<file path="config.mk">
export PLATFORM = sky130hd
export DESIGN_NAME = fft8_w8_rotator
export DESIGN_NICKNAME = d
export VERILOG_FILES = /design/src/rtl/fft8_w8_rotator.sv
export SDC_FILE = /design/constraint.sdc
export NUM_CORES = 1
export LEC_CHECK = 0
export BUFFER_PORTS_ARGS = -buffer_cell sky130_fd_sc_hd__buf_4
export CAP_MARGIN = 20
export CELL_PAD_IN_SITES_DETAIL_PLACEMENT = 0
export CELL_PAD_IN_SITES_GLOBAL_PLACEMENT = 1
export CORE_MARGIN = 5
export CORE_UTILIZATION = 50
export DETAILED_ROUTE_END_ITERATION = 8
export PLACE_DENSITY = 0.81
export RECOVER_POWER = 25
export SKIP_LAST_GASP = 1
export SLEW_MARGIN = 25
export SYNTH_ARGS = -nofsm -noshare
export SYNTH_HDL_FRONTEND = slang
export SYNTH_SLANG_ARGS = --single-unit
</file>
<file path="constraint.sdc">
create_clock -name CLK -period 7 [get_ports CLK]
set_input_delay 1.75 -clock CLK [delete_from_list [all_inputs] [get_ports CLK]]
set_output_delay 1.75 -clock CLK [all_outputs]
set_load 0.01 [all_outputs]
</file>
<file path="src/rtl/fft8_w8_rotator.sv">
// Radix-8 FFT inner twiddle rotator: multiplies each sample of an 8-sample frame
// by W8^r (r from the index table) through a three-stage, ED-gated pipeline.
module fft8_w8_rotator #(
  parameter int nb = 16
) (
  input  logic               CLK,
  input  logic               RST,
  input  logic               ED,
  input  logic               START,
  input  logic signed [nb+1:0] DR,
  input  logic signed [nb+1:0] DI,
  output logic signed [nb+1:0] DOR,
  output logic signed [nb+1:0] DOI,
  output logic               RDY
);

  localparam int W  = nb + 2;
  localparam int WS = nb + 3;
  localparam int WP = nb + 12;
  localparam logic signed [WP-1:0] K = WP'(181);

  logic [2:0]          cnt_q, cnt_d;
  logic [1:0]          r_d;

  logic signed [W-1:0]  x1_q, y1_q;
  logic [1:0]           r1_q;
  logic                 rdy1_q;

  logic signed [W-1:0]  x2_q, y2_q;
  logic signed [WS-1:0] s2_q, d2_q, s2_d, d2_d;
  logic [1:0]           r2_q;
  logic                 rdy2_q;

  logic signed [W-1:0]  m_s, m_d;
  logic signed [W-1:0]  dor_q, doi_q, dor_d, doi_d;
  logic                 rdy_q;

  // Index of the sample being accepted now, and its twiddle exponent.
  always_comb begin
    cnt_d = START ? 3'd0 : cnt_q + 3'd1;
    case (cnt_d)
      3'd3:    r_d = 2'd1;
      3'd5:    r_d = 2'd2;
      3'd7:    r_d = 2'd3;
      default: r_d = 2'd0;
    endcase
  end

  always_comb begin
    s2_d = WS'(x1_q) + WS'(y1_q);
    d2_d = WS'(y1_q) - WS'(x1_q);
  end

  // M(v) = floor(v*181/256); the final narrowing wraps without saturation.
  always_comb begin
    m_s   = W'((WP'(s2_q) * K) >>> 8);
    m_d   = W'((WP'(d2_q) * K) >>> 8);
    dor_d = x2_q;
    doi_d = y2_q;
    case (r2_q)
      2'd1: begin
        dor_d = m_s;
        doi_d = m_d;
      end
      2'd2: begin
        dor_d = y2_q;
        doi_d = -x2_q;
      end
      2'd3: begin
        dor_d = m_d;
        doi_d = -m_s;
      end
      default: begin
        dor_d = x2_q;
        doi_d = y2_q;
      end
    endcase
  end

  always_ff @(posedge CLK or posedge RST) begin
    if (RST) begin
      cnt_q  <= '0;
      x1_q   <= '0;
      y1_q   <= '0;
      r1_q   <= '0;
      rdy1_q <= 1'b0;
      x2_q   <= '0;
      y2_q   <= '0;
      s2_q   <= '0;
      d2_q   <= '0;
      r2_q   <= '0;
      rdy2_q <= 1'b0;
      dor_q  <= '0;
      doi_q  <= '0;
      rdy_q  <= 1'b0;
    end else if (ED) begin
      cnt_q  <= cnt_d;
      x1_q   <= DR;
      y1_q   <= DI;
      r1_q   <= r_d;
      rdy1_q <= START;
      x2_q   <= x1_q;
      y2_q   <= y1_q;
      s2_q   <= s2_d;
      d2_q   <= d2_d;
      r2_q   <= r1_q;
      rdy2_q <= rdy1_q;
      dor_q  <= dor_d;
      doi_q  <= doi_d;
      rdy_q  <= rdy2_q;
    end
  end

  assign DOR = dor_q;
  assign DOI = doi_q;
  assign RDY = rdy_q;

endmodule

</file>
==> summary.md, run 1 <==
The run finished, with violations left. The final reports fail on max-capacitance violations, max-slew violations. The worst setup path is of the reg2reg kind.

The count of synthesis-stage warnings from yosys is 0, and the sequential element share of the synthesized area is 0.2644. The clock passes through at most 2 buffers. In this run, post-CTS hold repair placed 0 buffers. The repair_antennas step left the layout with diodes totalling 0. STA classifies the critical path endpoint as a flop. The run gives 0.5084 as the effective utilization at floorplan. Relative to the synthesized area, the layout overhead comes to 9.987%. The via density per instance was 5.565. Among the stages of the critical path, the cell type that occurs most often is sky130_fd_sc_hd__inv_1. The classification of the worst-slack hold path was reg2reg. The most common cell in the synthesized netlist is sky130_fd_sc_hd__inv_1.

The logs give 1462 for the number of standard cells after synthesis and 0.8773 for the weighted congestion reported at the end of routability-driven placement. The tools report the max-capacitance violation count as 1. The number of iterations in the first detailed-routing pass came out at 5. The type of element launching the critical path is a flop.

The height of the die works out to 181.3 microns. The floorplan has 62 rows. The share of the synthesized area in the top cell type was 0.2644. The region available for standard cell placement spans 28860 sq um.

Entering global routing, the biggest net connects 120 pins. The startpoint identified for the worst register-to-register timing path is s2_q[10]. Combinational family with the most area after synthesis: adder cells. The share of flip-flops with an asynchronous set or reset is 1.000, and the total I/O pin count is 77.

At the worst endpoint, the arrival time is 5.92 ns. Across the routed clock network, the largest skew measured is 0.01095 ns. The number of H-tree levels is 4, and the fraction of the mapped netlist area in compound gates is 0.1086.

The max-slew violation total from the final report is 94. By count the netlist is led by sky130_fd_sc_hd__inv_1 (216), sky130_fd_sc_hd__ha_1 (198), sky130_fd_sc_hd__dfrtp_1 (155), sky130_fd_sc_hd__fa_1 (101), sky130_fd_sc_hd__nor2_1 (93). The destination of the critical timing path was DOI[16]. A synthesized cell averages 10.03 sq um. Of all nets on the critical path, the largest fanout is 10.

The HPWL reported at the end of detailed placement came out at 26900 microns. The post-synthesis xor/xnor area fraction is 0.05245, and the worst setup slack for register-to-register paths is 1.47 ns. The run gives 0.2157 as the overall fraction of global-route tracks in use. The critical path starts at s2_q[10]. The post-synthesis adder-cell area fraction is 0.3067, and the violation count after the first detailed-route iteration is 560.

The final standard cell utilization of the core is 0.5591, and the wire length after detailed routing is 34480 microns. For the number of global-route vias before repair, the log shows 10770. After synthesis the netlist holds a flip-flop and latch count of 155.

The worst path in the final design needs a cycle of 5.534 ns, including I/O delays and setup. Global routing finished with a remaining overflow of 0. The logs give 0 for the initial antenna violation count and 155 for the number of clock sinks. Setup violations remaining at the end of the flow were counted as 0. Traced cell by cell, the critical path runs through ha_1 -> inv_1 -> fa_1 -> inv_1 -> fa_1 -> inv_1 -> fa_1 -> inv_1 -> ha_1 -> nand3_1 -> nor3_1 -> o21bai_2 -> a31oi_1 -> a21oi_1 -> xnor2_2 -> or4_1 -> or3_1 -> a21oi_1 -> o31a_1. Horizontal die dimension: 181.3 microns. In this run the remaining antenna-violating nets after routing total 0. For this block, the via count after detailed routing is 10610. Setup repair after global routing left no endpoint under its margin. Clock tree synthesis inserted a total of 17 buffers. The number of cells on the worst reg-to-reg path is 19. On the worst path, the slowest cell contributes a delay of 0.55 ns.

For the pin with the worst max-slew slack, the measured transition is 3.645 ns. The logs give 7.38 ns for the required time of the critical path and 14670 sq um for the mapped cell area. The run gives 0 as the count of cells resized by post-cts repair. Timing would allow up to 180.7 MHz. After clock tree synthesis, the clock-pin slew on the worst setup and hold paths is 0.07 ns.

The critical path crosses 19 cells after its start point. Summed over all failing endpoints, the final setup total negative slack is 0 ns. Family with the most delay on the worst path: adder cells.

The post-synthesis simple-gate area fraction works out to 0.09228. TritonCTS built the clock tree. The wire length per cell was 18.09 microns; the sequential cell area in the final layout was 3879 sq um. sky130_fd_sc_hd__dfrtp_1 takes more of the synthesized area than any other cell. Synthesis instantiated 77 different standard cells from the library. The count of buffers added by post-CTS timing repair for setup was 0; the fraction of layout instances using a drive strength above 1 was 0.1557.

The mux cell area share after synthesis is 0.1049, and the post-layout net count is 1848. Input and output buffers added on the ports amount to 76. In the final layout, the multi-input gates occupy 9754 sq um.

The tools report the cell chosen for the clock root as sky130_fd_sc_hd__clkbuf_16. The run gives 0 as the post-route DRC violation count. The worst register-to-register path ends at DOI[16]. The die area is 32870 sq um. The tools report the tightest slew margin relative to the limit as -1.430.

By area the synthesized netlist is led by sky130_fd_sc_hd__dfrtp_1 (26%), sky130_fd_sc_hd__ha_1 (17%), sky130_fd_sc_hd__fa_1 (14%). The slowest stage of the critical path is the sky130_fd_sc_hd__or4_1 cell. The first global-routing pass estimated 57480 microns of wire. The number of enable flip-flop cells after synthesis was 0. Predominant post-synthesis flop cell: sky130_fd_sc_hd__dfrtp_1. The post-synth net total is 1801, and the number of buffers and inverters on the critical path is 4.

For the number of filler cells placed in the layout, the log shows 2601. The tools report the clock network latency to the later pin of the worst-skew pair as 0.44 ns. The number of hold violations in the final report was 0; the ratio of final minimum period to clock period was 0.7905.
-- worst min-delay path by stage --
stage,startpoint,end,slack [ns],cells past startpoint
floorplan,r1_q[0],r2_q[0],0.45,2
global placement,DOR[17],DOR[17],0.48,1
detailed placement,DOR[17],DOR[17],0.49,1
CTS,DOR[17],DOR[17],0.51,1
global route,RDY,RDY,0.53,1
finish,DOR[17],DOR[17],0.51,1
-- layout by cell type, fill, tap and decap left out, types with 5 or more instances in the layout --
master	count
sky130_fd_sc_hd__fa_1	101
sky130_fd_sc_hd__nor2b_1	7
sky130_fd_sc_hd__xor2_1	23
sky130_fd_sc_hd__ha_1	198
sky130_fd_sc_hd__or3_1	15
sky130_fd_sc_hd__nor3_1	23
sky130_fd_sc_hd__or4_1	5
sky130_fd_sc_hd__o21ai_0	58
sky130_fd_sc_hd__a31oi_1	12
sky130_fd_sc_hd__a21oi_1	73
sky130_fd_sc_hd__clkbuf_16	17
sky130_fd_sc_hd__o2bb2ai_1	5
sky130_fd_sc_hd__o211ai_1	7
sky130_fd_sc_hd__a211oi_1	8
sky130_fd_sc_hd__mux2_2	88
sky130_fd_sc_hd__mux4_2	19
sky130_fd_sc_hd__dfrtp_1	155
sky130_fd_sc_hd__xnor2_1	63
sky130_fd_sc_hd__nand4_1	7
sky130_fd_sc_hd__a21o_1	14
sky130_fd_sc_hd__o21a_1	10
sky130_fd_sc_hd__nand2_1	70
sky130_fd_sc_hd__inv_1	216
sky130_fd_sc_hd__o21bai_1	11
sky130_fd_sc_hd__o21ai_1	8
sky130_fd_sc_hd__nand3_1	19
sky130_fd_sc_hd__mux2i_1	12
sky130_fd_sc_hd__a221o_1	5
sky130_fd_sc_hd__buf_4	78
sky130_fd_sc_hd__nor2_1	93
sky130_fd_sc_hd__nand2b_1	15
sky130_fd_sc_hd__nor4_1	6
-- cells by family after synthesis --
family / Yosys count
compound gates: 249
flops: 155
buf+inv: 270
simple gates: 283
mux: 119
fa+ha+maj: 299
xor+xnor: 87
-- registers in the layout, indices dropped and copies added (netlist names) --
register	flops
s2_q	19
DOI	18
DOR	18
d2_q	18
x1_q	18
x2_q	18
y1_q	18
y2_q	18
cnt_q	3
r1_q	2
r2_q	2
RDY	1
rdy1_q	1
rdy2_q	1
-- area by class of cell --
type	count	area share
sequential	155	0.2404
clock inverter	15	0.009770
clock buffer	17	0.02636
tap	384	0.02978
inverter	217	0.05048
multi-input combinational	1037	0.6045
timing repair buffer	81	0.03869
-- routing by layer --
layer	track usage	vias to the layer above	share of wire
met2	0.3372	214	0.46
met1	0.3189	5273	0.48
met4	0.05194	0	0.015
met3	0.03016	41	0.041
li1	-	5078	-
met5	0	-	0
-- through the flow --
stage	hold WS, ns	cells	instance area [sq um]	setup slack [ns]
floorplan	0.4530	1462	14670	1.072
global placement	0.4850	1874	15560	1.588
detailed placement	0.4892	1874	15560	1.537
CTS	0.5068	1906	16140	1.493
global route	0.5319	1906	16140	1.170
finish	0.5070	1906	16140	1.466
Power of run 1 is not shown: default switching activity piles up to over one toggle a cycle in this logic, so the estimate is an artifact.
==> run 2, diff against run 1 <==
--- a/config.mk
+++ b/config.mk
@@ -5,14 +5,15 @@
 export SDC_FILE = /design/constraint.sdc
 export NUM_CORES = 1
 export LEC_CHECK = 0
+export ABC_AREA = 1
 export BUFFER_PORTS_ARGS = -buffer_cell sky130_fd_sc_hd__buf_4
 export CAP_MARGIN = 20
 export CELL_PAD_IN_SITES_DETAIL_PLACEMENT = 0
 export CELL_PAD_IN_SITES_GLOBAL_PLACEMENT = 1
 export CORE_MARGIN = 5
-export CORE_UTILIZATION = 50
+export CORE_UTILIZATION = 43
 export DETAILED_ROUTE_END_ITERATION = 8
-export PLACE_DENSITY = 0.81
+export PLACE_DENSITY = 0.78
 export RECOVER_POWER = 25
 export SKIP_LAST_GASP = 1
 export SLEW_MARGIN = 25
==> constraint.sdc (replaced) <==
create_clock -name CLK -period 4.8 [get_ports CLK]
set_input_delay 1.2 -clock CLK [delete_from_list [all_inputs] [get_ports CLK]]
set_output_delay 1.2 -clock CLK [all_outputs]
set_load 0.01 [all_outputs]
==> summary.md, run 2 <==
The signed area change from the synthesized netlist to the final layout was 18.00% (was 9.987%). Category of the critical setup timing path: reg2reg (unchanged). The kind of end point of the critical path is a flop (unchanged). The tools report the startpoint of the worst-slack reg-to-reg timing path as s2_q[15] (was s2_q[10]).

The type of element launching the critical path was a flop (unchanged). Transition time at the pin with the least slew margin: 2.201 ns (was 3.645 ns). Largest cells by area after synthesis: sky130_fd_sc_hd__dfrtp_1 (25%), sky130_fd_sc_hd__ha_1 (16%), sky130_fd_sc_hd__fa_1 (13%) (was sky130_fd_sc_hd__dfrtp_1 (26%), sky130_fd_sc_hd__ha_1 (17%), sky130_fd_sc_hd__fa_1 (14%)). The overall overflow remaining after global route is 0 (unchanged), and the max-slew violation total from the final report is 156 (was 94). The count of synthesis-stage warnings from yosys is 0 (unchanged). The post-layout net count is 2588 (was 1848), and the number of enable flip-flop cells after synthesis is 0 (unchanged).

Tightest slew margin relative to the limit: -0.4671 (was -1.430). The post-synth net total is 2445 (was 1801), and the synthesized area per cell is 7.438 sq um (was 10.03 sq um). The post-route minimum period is 4.557 ns (was 5.534 ns).

The run finished, with violations left. The number of global-route vias before repair came out at 14550 (was 10770). The destination of the critical timing path is DOI[16] (unchanged).

The logic depth of the worst register-to-register path came out at 24 (was 19). The post-detailed-route count of antenna-violating nets is 0 (unchanged). The logs give 0.4320 (was 0.5084) for the effective utilization at floorplan and 53240 microns (was 34480 microns) for the wire length after detailed routing. For the highest attainable clock frequency, the log shows 219.5 MHz (was 180.7 MHz). The number of unique standard cell types used by synthesis was 41 (was 77); the clock network latency to the later pin of the worst-skew pair was 0.46 ns (was 0.44 ns). The row count is 70 (was 62), and the number of inserted diodes is 0 (unchanged). The run gives 185 (was 120) as the largest net degree at the start of global routing.

The worst setup slack for register-to-register paths was 0.24 ns (was 1.47 ns); the wire length per cell was 19.50 microns (was 18.09 microns). The HPWL reported at the end of detailed placement is 43050 microns (was 26900 microns). The run gives 1 (unchanged) as the max-capacitance violation count. Family with the most delay on the worst path: adder cells (unchanged).

Share of flip-flops with an asynchronous set or reset: 1.000 (unchanged). Number of I/O port buffers: 76 (unchanged). Most frequent cells in the layout: sky130_fd_sc_hd__nand2_1 (493), sky130_fd_sc_hd__inv_1 (373), sky130_fd_sc_hd__ha_1 (183) (was sky130_fd_sc_hd__inv_1 (216), sky130_fd_sc_hd__ha_1 (198), sky130_fd_sc_hd__dfrtp_1 (155)).

Dominant cell by count in the synthesized netlist: sky130_fd_sc_hd__nand2_1 (was sky130_fd_sc_hd__inv_1). The flip-flop and latch count after synthesis is 155 (unchanged). The flip-flop count of the largest register, all copies and words added came out at 19 (unchanged). The number of buffers and inverters on the critical path is 6 (was 4).

The number of iterations in the first detailed-routing pass is 5 (unchanged), and the largest buffer count on any clock path is 2 (unchanged). For the final worst clock skew, the log shows 0.01810 ns (was 0.01095 ns). The most flop-heavy register is s2_q (unchanged). The predominant post-synthesis flop cell is sky130_fd_sc_hd__dfrtp_1 (unchanged). Failing checks: max-capacitance violations, max-slew violations (unchanged).

The launching instance or port of the critical path was s2_q[15] (was s2_q[10]). The number of filler cells placed in the layout is 3624 (was 2601). The run gives 1048 (was 560) as the violation count after the first detailed-route iteration. The initial antenna violation count is 0 (unchanged). The weighted congestion reported at the end of routability-driven placement was 0.8981 (was 0.8773); the count of endpoints failing setup in the final report was 0 (unchanged).

Dominant cell type by count on the critical path: sky130_fd_sc_hd__nand2_1 (was sky130_fd_sc_hd__inv_1). Slowest library cell on the worst path: sky130_fd_sc_hd__fa_1 (was sky130_fd_sc_hd__or4_1). The tools report the die area as 40350 sq um (was 32870 sq um). The cell chosen for the clock root was sky130_fd_sc_hd__clkbuf_16 (unchanged). The ratio of final minimum period to clock period was 0.9493 (was 0.7905).

The share of the synthesized area in the top cell type was 0.2476 (was 0.2644). The setup slack after layout is 0.2434 ns (was 1.466 ns), and the clock-pin transition on the worst setup and hold timing paths is 0.07 ns (about the same). The run gives 155 (unchanged) as the number of clock sinks. The run gives 5.15 ns (was 7.38 ns) as the required time of the critical path.

For the setup slack at placement, the log shows -0.2262 ns (was 1.537 ns). The capture instance of the worst register-to-register path is DOI[16] (unchanged). Setup repair after global routing could not meet its margin everywhere.

The run gives 0 (unchanged) as the number of hold violations in the final report. Overall fraction of global-route tracks in use: 0.2642 (was 0.2157). The tools report the data arrival time of the critical path as 4.90 ns (was 5.92 ns).

The fraction of layout instances using a drive strength above 1 is 0.1415 (was 0.1557). The total vias in the final route came out at 14380 (was 10610). The leading cell type in the layout, fill and taps excluded was sky130_fd_sc_hd__nand2_1 (was sky130_fd_sc_hd__inv_1). The sequential element share of the synthesized area is 0.2476 (was 0.2644), and the largest stage delay on the critical path is 0.54 ns (was 0.55 ns). Sequence of cells on the critical path: buf_4 -> buf_4 -> ha_1 -> ha_1 -> fa_1 -> inv_1 -> fa_1 -> inv_1 -> ha_1 -> buf_4 -> nand2_1 -> nor2_1 -> and2_1 -> nand3_1 -> nand4_1 -> nand2_1 -> inv_1 -> nand2_1 -> nor2_2 -> nand4_1 -> nand3_1 -> nand2_1 -> nand2_1 -> nand2_1 (was ha_1 -> inv_1 -> fa_1 -> inv_1 -> fa_1 -> inv_1 -> fa_1 -> inv_1 -> ha_1 -> nand3_1 -> nor3_1 -> o21bai_2 -> a31oi_1 -> a21oi_1 -> xnor2_2 -> or4_1 -> or3_1 -> a21oi_1 -> o31a_1).

For the wire length of the first global-routing pass, the log shows 83090 microns (was 57480 microns). The logs give 77 (unchanged) for the total I/O pin count and 36260 sq um (was 28860 sq um) for the total core area. For the total clock buffers created by CTS, the log shows 17 (unchanged). List of most frequent post-synthesis cells: sky130_fd_sc_hd__nand2_1 (516), sky130_fd_sc_hd__inv_1 (378), sky130_fd_sc_hd__ha_1 (198), sky130_fd_sc_hd__dfrtp_1 (155), sky130_fd_sc_hd__o21ai_0 (153) (was sky130_fd_sc_hd__inv_1 (216), sky130_fd_sc_hd__ha_1 (198), sky130_fd_sc_hd__dfrtp_1 (155), sky130_fd_sc_hd__fa_1 (101), sky130_fd_sc_hd__nor2_1 (93)).

TritonCTS built the clock tree. Horizontal die dimension: 200.9 microns (was 181.3 microns). Mapped cell area: 15670 sq um (was 14670 sq um).

For the post-route DRC violation count, the log shows 0 (unchanged). Cell taking the most area after synthesis: sky130_fd_sc_hd__dfrtp_1 (unchanged). The cts-stage hold buffer count is 0 (unchanged), and the total negative slack is 0 ns (unchanged). Via density per instance: 5.266 (was 5.565). The height of the die came out at 200.9 microns (was 181.3 microns).

The tools report the number of H-tree levels as 4 (unchanged). The number of standard cells after synthesis was 2106 (was 1462); the peak fanout along the critical path was 4 (was 10). Classification of the worst-slack hold path: reg2reg (unchanged). The worst hold margin is 0.4823 ns (was 0.5070 ns), and the count of cell instances traversed by the critical path is 24 (was 19).
## run 2: cell types whose count changed after synthesis, moves of 33 or more
| cell | delta |
|---|---|
| sky130_fd_sc_hd__o21ai_0 | +95 |
| sky130_fd_sc_hd__nand3_1 | +105 |
| sky130_fd_sc_hd__nand2_1 | +446 |
| sky130_fd_sc_hd__xnor2_1 | -60 |
| sky130_fd_sc_hd__mux2_2 | -88 |
| sky130_fd_sc_hd__inv_1 | +162 |
| sky130_fd_sc_hd__nor2_1 | +33 |
## run 2: kinds of logic after synthesis
logic type	after synthesis	share of synthesized area
AOI/OAI and AO/OA	336	0.1181
xor gates and xnor gates	16	0.008946
and+or+nand+nor	864	0.2335
DFF	155	0.2476
adders and majority gates	299	0.2872
buffers and inverters	436	0.1046
## run 2: timing repair
item                       4_1_cts  5_1_grt
resized for setup               16       92
setup buffers                    0       18
pin swaps                        0       16
setup endpoints to repair       13       22
## run 2: worst register-to-register path, delay by kind of cell, from the launching register on
kind / cells / cell delay [ns]
AND/OR/NAND/NOR: 13 / 1.41
buffers and inverters: 6 / 0.64
adder cells (fa/ha/maj): 5 / 1.99
flip-flops: 1 / 0.41
## run 2: worst min-delay path by stage
stage	from	end	slack (ns)	cells past startpoint
after floorplan	cnt_q[1]	cnt_q[1]	0.45	2
after global placement	DOR[5]	DOR[5]	0.46	2
after detailed placement	DOR[17]	DOR[17]	0.47	2
after CTS	DOR[15]	DOR[15]	0.49	2
after global routing	DOR[15]	DOR[15]	0.50	2
final	DOR[15]	DOR[15]	0.48	2
## run 2: cell type report
type | instances | area, sq um | share of cell area
Inverter | 384 | 1444 | 0.07811
Clock inverter | 14 | 206.4 | 0.01117
Timing Repair Buffer | 176 | 1363 | 0.07371
Multi-Input combinational cell | 1515 | 10570 | 0.5715
Sequential cell | 155 | 3892 | 0.2106
Tap cell | 468 | 585.6 | 0.03168
Clock buffer | 18 | 429.2 | 0.02322
## run 2: stage by stage
step / utilization / std cells / instance area, sq um
final: 0.5098 / 2730 / 18490
after global routing: 0.5098 / 2730 / 18490
after CTS: 0.4953 / 2712 / 17960
after detailed placement: 0.4767 / 2680 / 17290
after global placement: 0.4767 / 2680 / 17290
after floorplan: - / 2106 / 15670
## run 2: routing by layer
layer  share of wire  GRT usage  wire length (microns)  vias to the layer above
li1                -          -                      -                     7054
met1            0.46     0.3678                  24320                     6815
met2            0.45     0.4191                  23760                      440
met3           0.063    0.04701                   3368                       68
met4           0.034    0.08628                   1803                        0
met5               0          0                      0                        -
Power of run 2 is left out for the same reason.
